### src/rtl/game_core_pkg.sv
// Shared constants for the scrolling beam game: FSM encodings, LFSR seed/taps
// and the default playfield parameters.
package game_core_pkg;

  localparam logic [1:0] ST_CALIB = 2'b00;
  localparam logic [1:0] ST_PLAY  = 2'b01;
  localparam logic [1:0] ST_OVER  = 2'b10;

  // Taps 16,14,13,11 of a right-shifting Fibonacci LFSR land on bits 0,2,3,5.
  localparam logic [15:0] LFSR_SEED = 16'hACE1;
  localparam logic [15:0] LFSR_TAPS = 16'h002D;

  localparam int DEF_GW           = 8;
  localparam int DEF_GH           = 8;
  localparam int DEF_GAP          = 2;
  localparam int DEF_SCROLL_DIV   = 16;
  localparam int DEF_BEAM_SPACING = 4;
  localparam int DEF_SCORE_W      = 8;
  localparam int DEF_WALL_KILL    = 1;

  function automatic logic [15:0] lfsr_next(input logic [15:0] s);
    return {^(s & LFSR_TAPS), s[15:1]};
  endfunction

endpackage

### src/rtl/game_lfsr.sv
// Free-running 16-bit Fibonacci LFSR; exposes the low byte used for gap placement.
module game_lfsr
  import game_core_pkg::*;
#(
  parameter logic [15:0] SEED = LFSR_SEED
) (
  input  logic       clk_i,
  input  logic       reset_i,
  input  logic       en_i,
  output logic [7:0] rnd_o
);

  logic [15:0] lfsr_q;

  always_ff @(posedge clk_i) begin
    if (reset_i) begin
      lfsr_q <= SEED;
    end else if (en_i) begin
      lfsr_q <= lfsr_next(lfsr_q);
    end
  end

  assign rnd_o = lfsr_q[7:0];

endmodule

### src/rtl/game_core.sv
// Side-scrolling beam game: bird in column 0 dodges beams that scroll in from
// the right; frame, score and FSM state are registered outputs.
module game_core
  import game_core_pkg::*;
#(
  parameter int GW           = DEF_GW,
  parameter int GH           = DEF_GH,
  parameter int GAP          = DEF_GAP,
  parameter int SCROLL_DIV   = DEF_SCROLL_DIV,
  parameter int BEAM_SPACING = DEF_BEAM_SPACING,
  parameter int SCORE_W      = DEF_SCORE_W,
  parameter int WALL_KILL    = DEF_WALL_KILL
) (
  input  logic                 clk_i,
  input  logic                 reset_i,
  input  logic                 up_i,
  input  logic                 down_i,
  input  logic                 e_act_i,
  output logic [GW*GH-1:0]     matrix_o,
  output logic                 d_act_o,
  output logic [SCORE_W-1:0]   score_o,
  output logic [1:0]           state_o
);

  // Strobe protocol: every cycle with e_act_i=1 is one game step (no back-
  // pressure); d_act_o is high exactly on the following cycle to mark a fresh frame.

  localparam int RW = (GH > 1) ? $clog2(GH) : 1;
  localparam int NG = GH - GAP + 1;
  localparam int SW = (SCROLL_DIV > 1) ? $clog2(SCROLL_DIV) : 1;
  localparam int BW = $clog2(BEAM_SPACING);
  localparam logic [SCORE_W-1:0] SCORE_MAX   = '1;
  localparam logic [RW-1:0]      START_ROW   = RW'(GH/2 - 1);
  localparam logic [GW*GH-1:0]   START_FRAME = {{(GW*GH-1){1'b0}}, 1'b1} << (GH/2 - 1);

  logic [1:0]         state_q, state_d;
  logic [GW*GH-1:0]   beams_q, beams_d;
  logic [GW*GH-1:0]   matrix_q, matrix_d;
  logic [RW-1:0]      row_q, row_d;
  logic [SW-1:0]      scroll_q, scroll_d;
  logic [BW-1:0]      space_q, space_d;
  logic [SCORE_W-1:0] score_q, score_d;
  logic               up_hist_q;
  logic               d_act_q;
  logic [7:0]         rnd;

  game_lfsr #(.SEED(LFSR_SEED)) u_lfsr (
    .clk_i   (clk_i),
    .reset_i (reset_i),
    .en_i    (1'b1),
    .rnd_o   (rnd)
  );

  logic [GW*GH-1:0] diag_frame;
  always_comb begin
    diag_frame = '0;
    for (int c = 0; c < GW; c++) begin
      if (c < GH) diag_frame[c*GH + c] = 1'b1;
    end
  end

  logic [7:0]    gap_base;
  logic [GH-1:0] beam_col;
  assign gap_base = rnd % 8'(NG);

  always_comb begin
    beam_col = '1;
    for (int r = 0; r < GH; r++) begin
      if (r >= int'(gap_base) && r < int'(gap_base) + GAP) beam_col[r] = 1'b0;
    end
  end

  // Bird movement; an edge attempt leaves the row where it is.
  logic          want_up, want_down, at_edge, kill;
  logic [RW-1:0] row_mv;
  assign want_up   = up_i & ~down_i;
  assign want_down = down_i & ~up_i;
  assign at_edge   = (want_up && row_q == RW'(GH-1)) || (want_down && row_q == '0);
  assign kill      = at_edge && (WALL_KILL != 0);

  always_comb begin
    row_mv = row_q;
    if (!at_edge) begin
      if (want_up)        row_mv = row_q + 1'b1;
      else if (want_down) row_mv = row_q - 1'b1;
    end
  end

  logic             scroll_now, collide, passed;
  logic [GH-1:0]    refill, bird_col;
  logic [GW*GH-1:0] beams_mv;
  assign scroll_now = (scroll_q == SW'(SCROLL_DIV - 1));
  assign refill     = (space_q == '0) ? beam_col : '0;
  assign beams_mv   = scroll_now ? {refill, beams_q[GW*GH-1:GH]} : beams_q;
  assign bird_col   = {{(GH-1){1'b0}}, 1'b1} << row_mv;
  assign collide    = |(beams_mv[GH-1:0] & bird_col);
  assign passed     = scroll_now && (|beams_q[GH-1:0]);

  always_comb begin
    state_d  = state_q;
    beams_d  = beams_q;
    matrix_d = matrix_q;
    row_d    = row_q;
    scroll_d = scroll_q;
    space_d  = space_q;
    score_d  = score_q;
    if (e_act_i) begin
      case (state_q)
        ST_CALIB: begin
          matrix_d = diag_frame;
          if (up_i) begin
            state_d  = ST_PLAY;
            beams_d  = '0;
            matrix_d = START_FRAME;
            row_d    = START_ROW;
            scroll_d = '0;
            space_d  = '0;
            score_d  = '0;
          end
        end
        ST_PLAY: begin
          row_d    = row_mv;
          beams_d  = beams_mv;
          matrix_d = beams_mv | {{(GW*GH-GH){1'b0}}, bird_col};
          if (scroll_now) begin
            scroll_d = '0;
            space_d  = (space_q == BW'(BEAM_SPACING - 1)) ? '0 : space_q + 1'b1;
          end else begin
            scroll_d = scroll_q + 1'b1;
          end
          if (kill || collide) begin
            state_d = ST_OVER;
          end else if (passed && score_q != SCORE_MAX) begin
            score_d = score_q + 1'b1;
          end
        end
        ST_OVER: begin
          // Restart only on a fresh press so a held button cannot chain games.
          if (up_i && !up_hist_q) begin
            state_d  = ST_PLAY;
            beams_d  = '0;
            matrix_d = START_FRAME;
            row_d    = START_ROW;
            scroll_d = '0;
            space_d  = '0;
            score_d  = '0;
          end
        end
        default: state_d = ST_CALIB;
      endcase
    end
  end

  always_ff @(posedge clk_i) begin
    if (reset_i) begin
      state_q   <= ST_CALIB;
      beams_q   <= '0;
      matrix_q  <= '0;
      row_q     <= '0;
      scroll_q  <= '0;
      space_q   <= '0;
      score_q   <= '0;
      up_hist_q <= 1'b1;
      d_act_q   <= 1'b1;
    end else begin
      state_q   <= state_d;
      beams_q   <= beams_d;
      matrix_q  <= matrix_d;
      row_q     <= row_d;
      scroll_q  <= scroll_d;
      space_q   <= space_d;
      score_q   <= score_d;
      d_act_q   <= e_act_i;
      if (e_act_i) up_hist_q <= up_i;
    end
  end

  assign matrix_o = matrix_q;
  assign d_act_o  = d_act_q;
  assign score_o  = score_q;
  assign state_o  = state_q;

endmodule

### config.mk
export PLATFORM = sky130hd
export DESIGN_NAME = game_core
export DESIGN_NICKNAME = d
export VERILOG_FILES = /design/src/rtl/game_core_pkg.sv /design/src/rtl/game_lfsr.sv /design/src/rtl/game_core.sv
export SDC_FILE = /design/constraint.sdc
export NUM_CORES = 1
export LEC_CHECK = 0
export CAP_MARGIN = 10
export CORE_ASPECT_RATIO = 0.7
export CORE_UTILIZATION = 57
export DETAILED_ROUTE_END_ITERATION = 6
export MAX_ROUTING_LAYER = met4
export PLACE_DENSITY = 0.82
export SYNTH_ARGS = -nofsm -noshare
export SYNTH_HDL_FRONTEND = slang
export SYNTH_SLANG_ARGS = --single-unit
### constraint.sdc
create_clock -name clk_i -period 7.2 [get_ports clk_i]
set_input_delay 1.8 -clock clk_i [delete_from_list [all_inputs] [get_ports clk_i]]
set_output_delay 1.8 -clock clk_i [all_outputs]
set_load 0.02 [all_outputs]
* After elaboration in Yosys (flattened, before gate mapping)
Index checks and enable logic that the tools add are counted.
** Word-level totals
- Register bits after elaboration :: 165
- Input bits :: 5
- Logic and storage cells :: 120
** Operators by class
- $lt $le $gt $ge :: 16
- Equal/unequal tests :: 12
- $add $sub $neg :: 6
- Bitwise operators :: 6
- Shifts and indexed selects :: 1
- Div/mod/pow operators :: 1
- Reductions and logical operators :: 28
- Muxes and demuxes :: 40
** Operator list (count)
- one-hot mux 64 bit (3 select lines) :: 2
- 2-to-1 mux 64 bit :: 5
- less-than comparator 4 x 32 -> 1 bit, first input constant :: 3
- less-than comparator 3 x 32 -> 1 bit, first input constant :: 2
- bitwise OR 64 x 8 -> 64 bit :: 1
- 2-to-1 mux 8 bit :: 5
- greater-or-equal comparator 3 x 8 -> 1 bit, first input constant :: 4
- less-than comparator 1 x 32 -> 1 bit, first input constant :: 1
- less-than comparator 2 x 32 -> 1 bit, first input constant :: 1
- one-hot mux 8 bit (3 select lines) :: 1
- greater-or-equal comparator 1 x 8 -> 1 bit, first input constant :: 2
- greater-or-equal comparator 2 x 8 -> 1 bit, first input constant :: 2
- OR reduction 8 bit :: 2
- XOR reduction 16 bit :: 1
- 2-to-1 mux 3 bit :: 5
- 2-to-1 mux 2 bit :: 7
- logical AND 1 bit :: 13
- 2-to-1 mux 4 bit :: 3
- != test 2 bit, second input constant :: 6
- one-hot mux 2 bit (3 select lines) :: 2
- one-hot mux 4 bit (3 select lines) :: 1
- adder 8 x 2 -> 9 bit, second input constant :: 1
- less-than comparator 3 x 9 -> 1 bit, first input constant :: 1
- one-hot mux 3 bit (3 select lines) :: 1
- 25 further kinds :: 38

* Depth between registers and ports, before layout
- Depth after elaboration :: 12
- Depth in mapped cells :: 23
- Depth with buffers taken out :: 20

* Cells and area by module
A second synthesis with hierarchy kept.
** Second synthesis, totals
- Cells, all modules :: 1085
- Area, all modules :: 8515.7 µm²
** By module, submodules not included
- game_core :: area each 7856.3 µm², times used 1, cells each 1022
- game_lfsr :: area each 659.4 µm², times used 1, cells each 63

* Worst setup path after synthesis
Ideal clock, no wire load.
- Kind :: register -> register
- From :: register u_lfsr.lfsr_q[6]
- To :: register matrix_q[60], in the netlist matrix_o[60]
- Stages on the path, launching flop included :: 23
- Arrival time :: 4962 ps
- Path buffers :: 2
- Required time :: 7064 ps
- Slack :: 2102 ps
- Period minus slack after synthesis :: 5098 ps
- Setup time :: 136 ps
- Cells stage by stage :: dfxtp_1 -> buf_2 -> or2_2 -> a32oi_1 -> o211ai_1 -> ha_1 -> o311a_1 -> a221oi_1 -> nand2_1 -> mux2_2 -> ha_1 -> and2_1 -> a32o_2 -> or2_1 -> buf_6 -> o21ai_2 -> inv_1 -> ha_1 -> and4b_1 -> o221ai_1 -> nand2_1 -> a221oi_1 -> o22ai_1
** Between the ends
- Cells in the longest elaborated chain, start to end :: 9
** RTL lines
- from (decl) :: RTL line game_lfsr.sv:13 : logic [15:0] lfsr_q;
- from (signal assigned) :: RTL line game_lfsr.sv:19 : lfsr_q <= lfsr_next(lfsr_q);
- modulo 8 x 3 -> 8 bit (*) :: RTL line game_core.sv:64 : assign gap_base = rnd % 8'(NG);
- adder 8 x 2 -> 9 bit :: RTL line game_core.sv:69 : if (r >= int'(gap_base) && r < int'(gap_base) + GAP) beam_col[r] = 1'b0;
- less-than comparator 4 x 32 -> 1 bit :: RTL line game_core.sv:69
- logical AND 1 bit (*) :: RTL line game_core.sv:69
- 2-to-1 mux 1 bit (*) :: RTL line game_core.sv:69
- 2-to-1 mux 8 bit (*) :: RTL line game_core.sv:93 : assign refill = (space_q == '0) ? beam_col : '0;
- 2-to-1 mux 64 bit (*) :: RTL line game_core.sv:94 : assign beams_mv = scroll_now ? {refill, beams_q[GW*GH-1:GH]} : beams_q;
- bitwise OR 64 x 8 -> 64 bit (*) :: RTL line game_core.sv:124 : matrix_d = beams_mv | {{(GW*GH-GH){1'b0}}, bird_col};
- one-hot mux 64 bit (3 select lines) (*) :: RTL line game_core.sv:108 : case (state_q)
- to (signal assigned) :: RTL line game_core.sv:168 : matrix_q <= matrix_d;
- to (decl) :: RTL line game_core.sv:38 : logic [GW*GH-1:0] matrix_q, matrix_d;
Every way passes the cells marked *; elsewhere a longest branch is shown, timed or not.
A chain may end at the register's enable or synchronous reset.

* Worst setup path after layout
- From :: register u_lfsr.lfsr_q[5]
- To :: register matrix_q[60], in the netlist matrix_o[60]
The elaborated chain is that of the path after synthesis.

==> metrics.md <==
| Metric | Value |
|---|---|
| Outcome | `finished, violations left` |
| Failing checks | `design-rule violations` |
| Number of buffers created by CTS | `17` |
| Commonest cells in the synthesized netlist | `224 x sky130_fd_sc_hd__nand2_1, 165 x sky130_fd_sc_hd__dfxtp_1, 136 x sky130_fd_sc_hd__a21oi_1` |
| Grt total ovfl | `0` |
| Share of power burned in registers | `41.7%` |
| Hold_buf cts | `0` |
| Antenna cells | `0` |
| Post-Place Setup Slack | `1.33 ns` |
| Internal portion of total power | `0.00161 W` |
| Non-Filler Instances | `1294` |
| Area growth from synthesis to layout | `16.8%` |
| Finish-stage setup viols | `0` |
| Detailed-route wire length | `20800 um` |
| Type of the tightest min-delay check | `flip-flop to flip-flop` |
| Fraction of final layout cells sized beyond drive strength 1 | `6.70%` |
| Cell taking the most area after synthesis | `sky130_fd_sc_hd__dfxtp_1` |
| Die W | `145 um` |
| Port bufs | `79` |
| Slowest-stage cell, CP | `sky130_fd_sc_hd__dfxtp_1` |
| Combinational cell fraction of total power | `15.6%` |
| Post-Syn Instances | `1069` |
| Number of design-rule violations left by the first detailed-router iteration | `723` |
| Maximum clock rate | `166 MHz` |
| TritonCTS clock tree | `yes` |
| Detail Route Antenna Nets | `0` |
| Post-CTS clock slew at the launch and capture registers of the worst setup and hold paths | `0.07 ns` |
| Initial core utilization | `58.7%` |
| Number of DRC violations after detailed routing | `2` |
| Slew at the pin with the worst max-slew slack | `0.997 ns` |
| Number of buffers and inverters on the critical path | `1` |
| Chain of cells forming the critical path | `nor2_1, a32oi_1, o211ai_1, ha_1, o311a_1, a221oi_1, nand2_1, mux2_2, ha_1, and2_1, a32o_2, or2_1, o21ai_2, inv_1, ha_1, and4b_1, o221ai_1, nand2_1, a221oi_1, o22ai_1` |
| Count of endpoints failing hold in the final timing report | `0` |
| Root cell of the clock tree | `sky130_fd_sc_hd__clkbuf_16` |
| R2r setup slk | `1.16 ns` |
| Worst slew margin relative to its limit | `33.5%` |
| Placeable Area | `14000 um^2` |
| Setup ws final | `1.16 ns` |
| Fin. max-slew vios | `0` |
| Nets | `1115` |
| Number of vias after detailed routing | `7780` |
| Clock tree sinks | `165` |
| Share of total power in the clock network | `42.7%` |
| Yosys warning total | `0` |
| Synthesized flop and latch total | `165` |
| Synth Area per Inst | `7.67 um^2` |
| Max-cap violation count | `0` |
| Max Fanout on Critical Path | `18` |
| Post-CTS setup buffers | `0` |
| Average vias per placed instance | `6.01` |
| Leading cell types by total area after synthesis | `sky130_fd_sc_hd__dfxtp_1 40%, sky130_fd_sc_hd__nand2_1 10%, sky130_fd_sc_hd__a21oi_1 8.3%, sky130_fd_sc_hd__a22oi_1 5.4%, sky130_fd_sc_hd__nor2_1 5.0%` |
| Antenna violations before repair | `0` |
| Most prevalent standard cell on the critical path | `sky130_fd_sc_hd__ha_1` |
| Net Sw Frac | `29.2%` |
| Crit path max-delay family | `compound AO/OA/AOI/OAI gates` |
| Count of unique library cells instantiated by Yosys | `79` |
| Top-level I/O count | `80` |
| Net switching power | `0.000663 W` |
| Iteration count of the initial detailed-routing pass | `7` |
| Total standard cell area after synthesis | `8200 um^2` |
| Predominant post-synthesis flop cell | `sky130_fd_sc_hd__dfxtp_1` |
| Crit-path max cell delay | `0.76 ns` |
| Overall power consumption | `0.00227 W` |
| Power density relative to cell area | `237 nW/um^2` |
| GPL Wtd Cong | `0.927` |
| Number of gates given a new drive strength after cts | `0` |
| Die area | `14900 um^2` |
| Die height | `102 um` |
| Sequential element share of the synthesized area | `40.3%` |
| Total negative slack for setup checks | `0 ns` |
| Maximum level of the CTS H-tree | `4` |
| Site row count | `36` |
| Latest clock arrival within the worst-skew pair | `0.43 ns` |
| Mapped Nets | `1093` |
| EDFF count, synth | `0` |
| Clock Skew | `0.00657 ns` |
| Class of the most critical setup path | `flip-flop to flip-flop` |
| IR drop worst, VDD | `0.181 mV` |
| Wire length of the first global-routing pass | `33400 um` |
| Startpoint class of the critical path | `flip-flop` |
| Shortest clock period the worst path allows after layout | `6.04 ns` |
| Post-synth top area share | `40.3%` |
| P_leak | `3.24 nW` |
| Largest net degree at the start of global routing | `85` |
| Vias in the first global route | `6678` |
| Share of the cycle needed by the critical path after routing | `83.8%` |
| Overall fraction of global-route tracks in use | `28.7%` |
| Count of placed standard cells including taps | `1262` |
| CP Data Arrival Time | `6.32 ns` |
| Unrepaired setup endpoints after global routing | `false` |
| Bufs on Longest Clock Path | `2` |
| Average detailed-routed wire length per instance | `16.0 um` |
| Proportion of register bits with asynchronous set or reset after synthesis | `0%` |
| Most numerous cell in the Yosys netlist | `sky130_fd_sc_hd__nand2_1` |
| Data required time at the worst endpoint | `7.48 ns` |
| Crit end category | `flip-flop` |
| Detail Placement HPWL | `13100 um` |
-- flip-flops by register name, summed over array words and instances, names as in the netlist --
register / cells
u_lfsr.lfsr_q: 16
space_q: 2
score_o: 8
scroll_q: 4
d_act_o: 1
matrix_o: 64
row_q: 3
state_o: 2
up_hist_q: 1
beams_q: 64
-- worst paths after layout --
kind / startpoint / end / cells after the start
worst max-delay path: u_lfsr.lfsr_q[5] / matrix_o[60] / 20
worst min register to register: u_lfsr.lfsr_q[8] / u_lfsr.lfsr_q[7] / 1
worst max register to register: u_lfsr.lfsr_q[5] / matrix_o[60] / 20
worst min-delay path: u_lfsr.lfsr_q[8] / u_lfsr.lfsr_q[7] / 1
-- stage by stage --
stage	hold WS (ns)	area (um^2)	util (%)
final	0.410	9570	68.6
after global routing	0.425	9570	68.6
after CTS	0.415	9570	68.6
after detailed placement	0.398	8940	64.1
after global placement	0.392	8940	64.1
after floorplan	0.389	8200	-
-- power groups by stage --
stage	Clock [W]	Sequential, W	Combinational (W)
floorplan	0	0.000966	0.000265
global placement	0	0.000967	0.000344
detailed placement	0	0.000968	0.000344
CTS	0.000978	0.000947	0.000346
global route	0.00102	0.000950	0.000384
finish	0.000972	0.000947	0.000354
-- worst reg2reg max path, delay by kind of cell, from the launching register on --
| family | cells | cell delay [ns] |
|---|---|---|
| fa+ha+maj | 3 | 0.89 |
| mux | 1 | 0.36 |
| flops | 1 | 0.76 |
| simple gates | 6 | 1.34 |
| buf+inv | 1 | 0.12 |
| compound gates | 9 | 2.39 |
-- cells by family after synthesis --
family          Yosys count  synth area share (%)
simple gates            447                  24.0
compound gates          311                  24.8
flops                   165                  40.3
buf+inv                 104                  5.26
fa+ha+maj                19                  2.90
xor+xnor                 13                  1.39
mux                      10                  1.40
-- layout make-up --
class	count	area (um^2)
well taps	190	238
clock buffers	18	439
multi-input cells	800	4480
inverters	19	71.3
fillers	1140	4390
repair buffers	88	856
clock inverters	14	190
flip-flops and latches	165	3300
-- per-layer routing --
layer,part of all wire [%],GRT usage [%]
met5,0,-
met4,1.3,9.80
met3,7.2,4.69
met2,44,41.0
met1,48,40.9
-- placed cells by master, fill, tap and decap left out, types with 4 or more instances in the layout --
master,synthesis,final
sky130_fd_sc_hd__a211oi_1,8,8
sky130_fd_sc_hd__a21o_1,6,6
sky130_fd_sc_hd__a21oi_1,136,136
sky130_fd_sc_hd__a22oi_1,59,59
sky130_fd_sc_hd__a31oi_1,8,8
sky130_fd_sc_hd__and2_1,8,8
sky130_fd_sc_hd__and3_1,8,7
sky130_fd_sc_hd__buf_4,3,10
sky130_fd_sc_hd__clkbuf_16,0,17
sky130_fd_sc_hd__clkdlybuf4s50_1,0,78
sky130_fd_sc_hd__dfxtp_1,165,165
sky130_fd_sc_hd__ha_1,19,19
sky130_fd_sc_hd__inv_1,17,17
sky130_fd_sc_hd__inv_6,0,4
sky130_fd_sc_hd__mux2i_1,7,7
sky130_fd_sc_hd__nand2_1,224,222
sky130_fd_sc_hd__nand2b_1,5,5
sky130_fd_sc_hd__nand3_1,16,15
sky130_fd_sc_hd__nand3b_1,6,6
sky130_fd_sc_hd__nor2_1,109,109
sky130_fd_sc_hd__nor2b_1,12,12
sky130_fd_sc_hd__nor3_1,17,17
sky130_fd_sc_hd__nor4_1,6,6
sky130_fd_sc_hd__o211ai_1,6,6
sky130_fd_sc_hd__o21ai_0,26,26
sky130_fd_sc_hd__o22ai_1,7,7
sky130_fd_sc_hd__o31ai_1,6,6
sky130_fd_sc_hd__or2_2,11,11
sky130_fd_sc_hd__or3_1,10,10
sky130_fd_sc_hd__xnor2_1,6,6
sky130_fd_sc_hd__xor2_1,7,7
(Power assumes the default switching activity.)
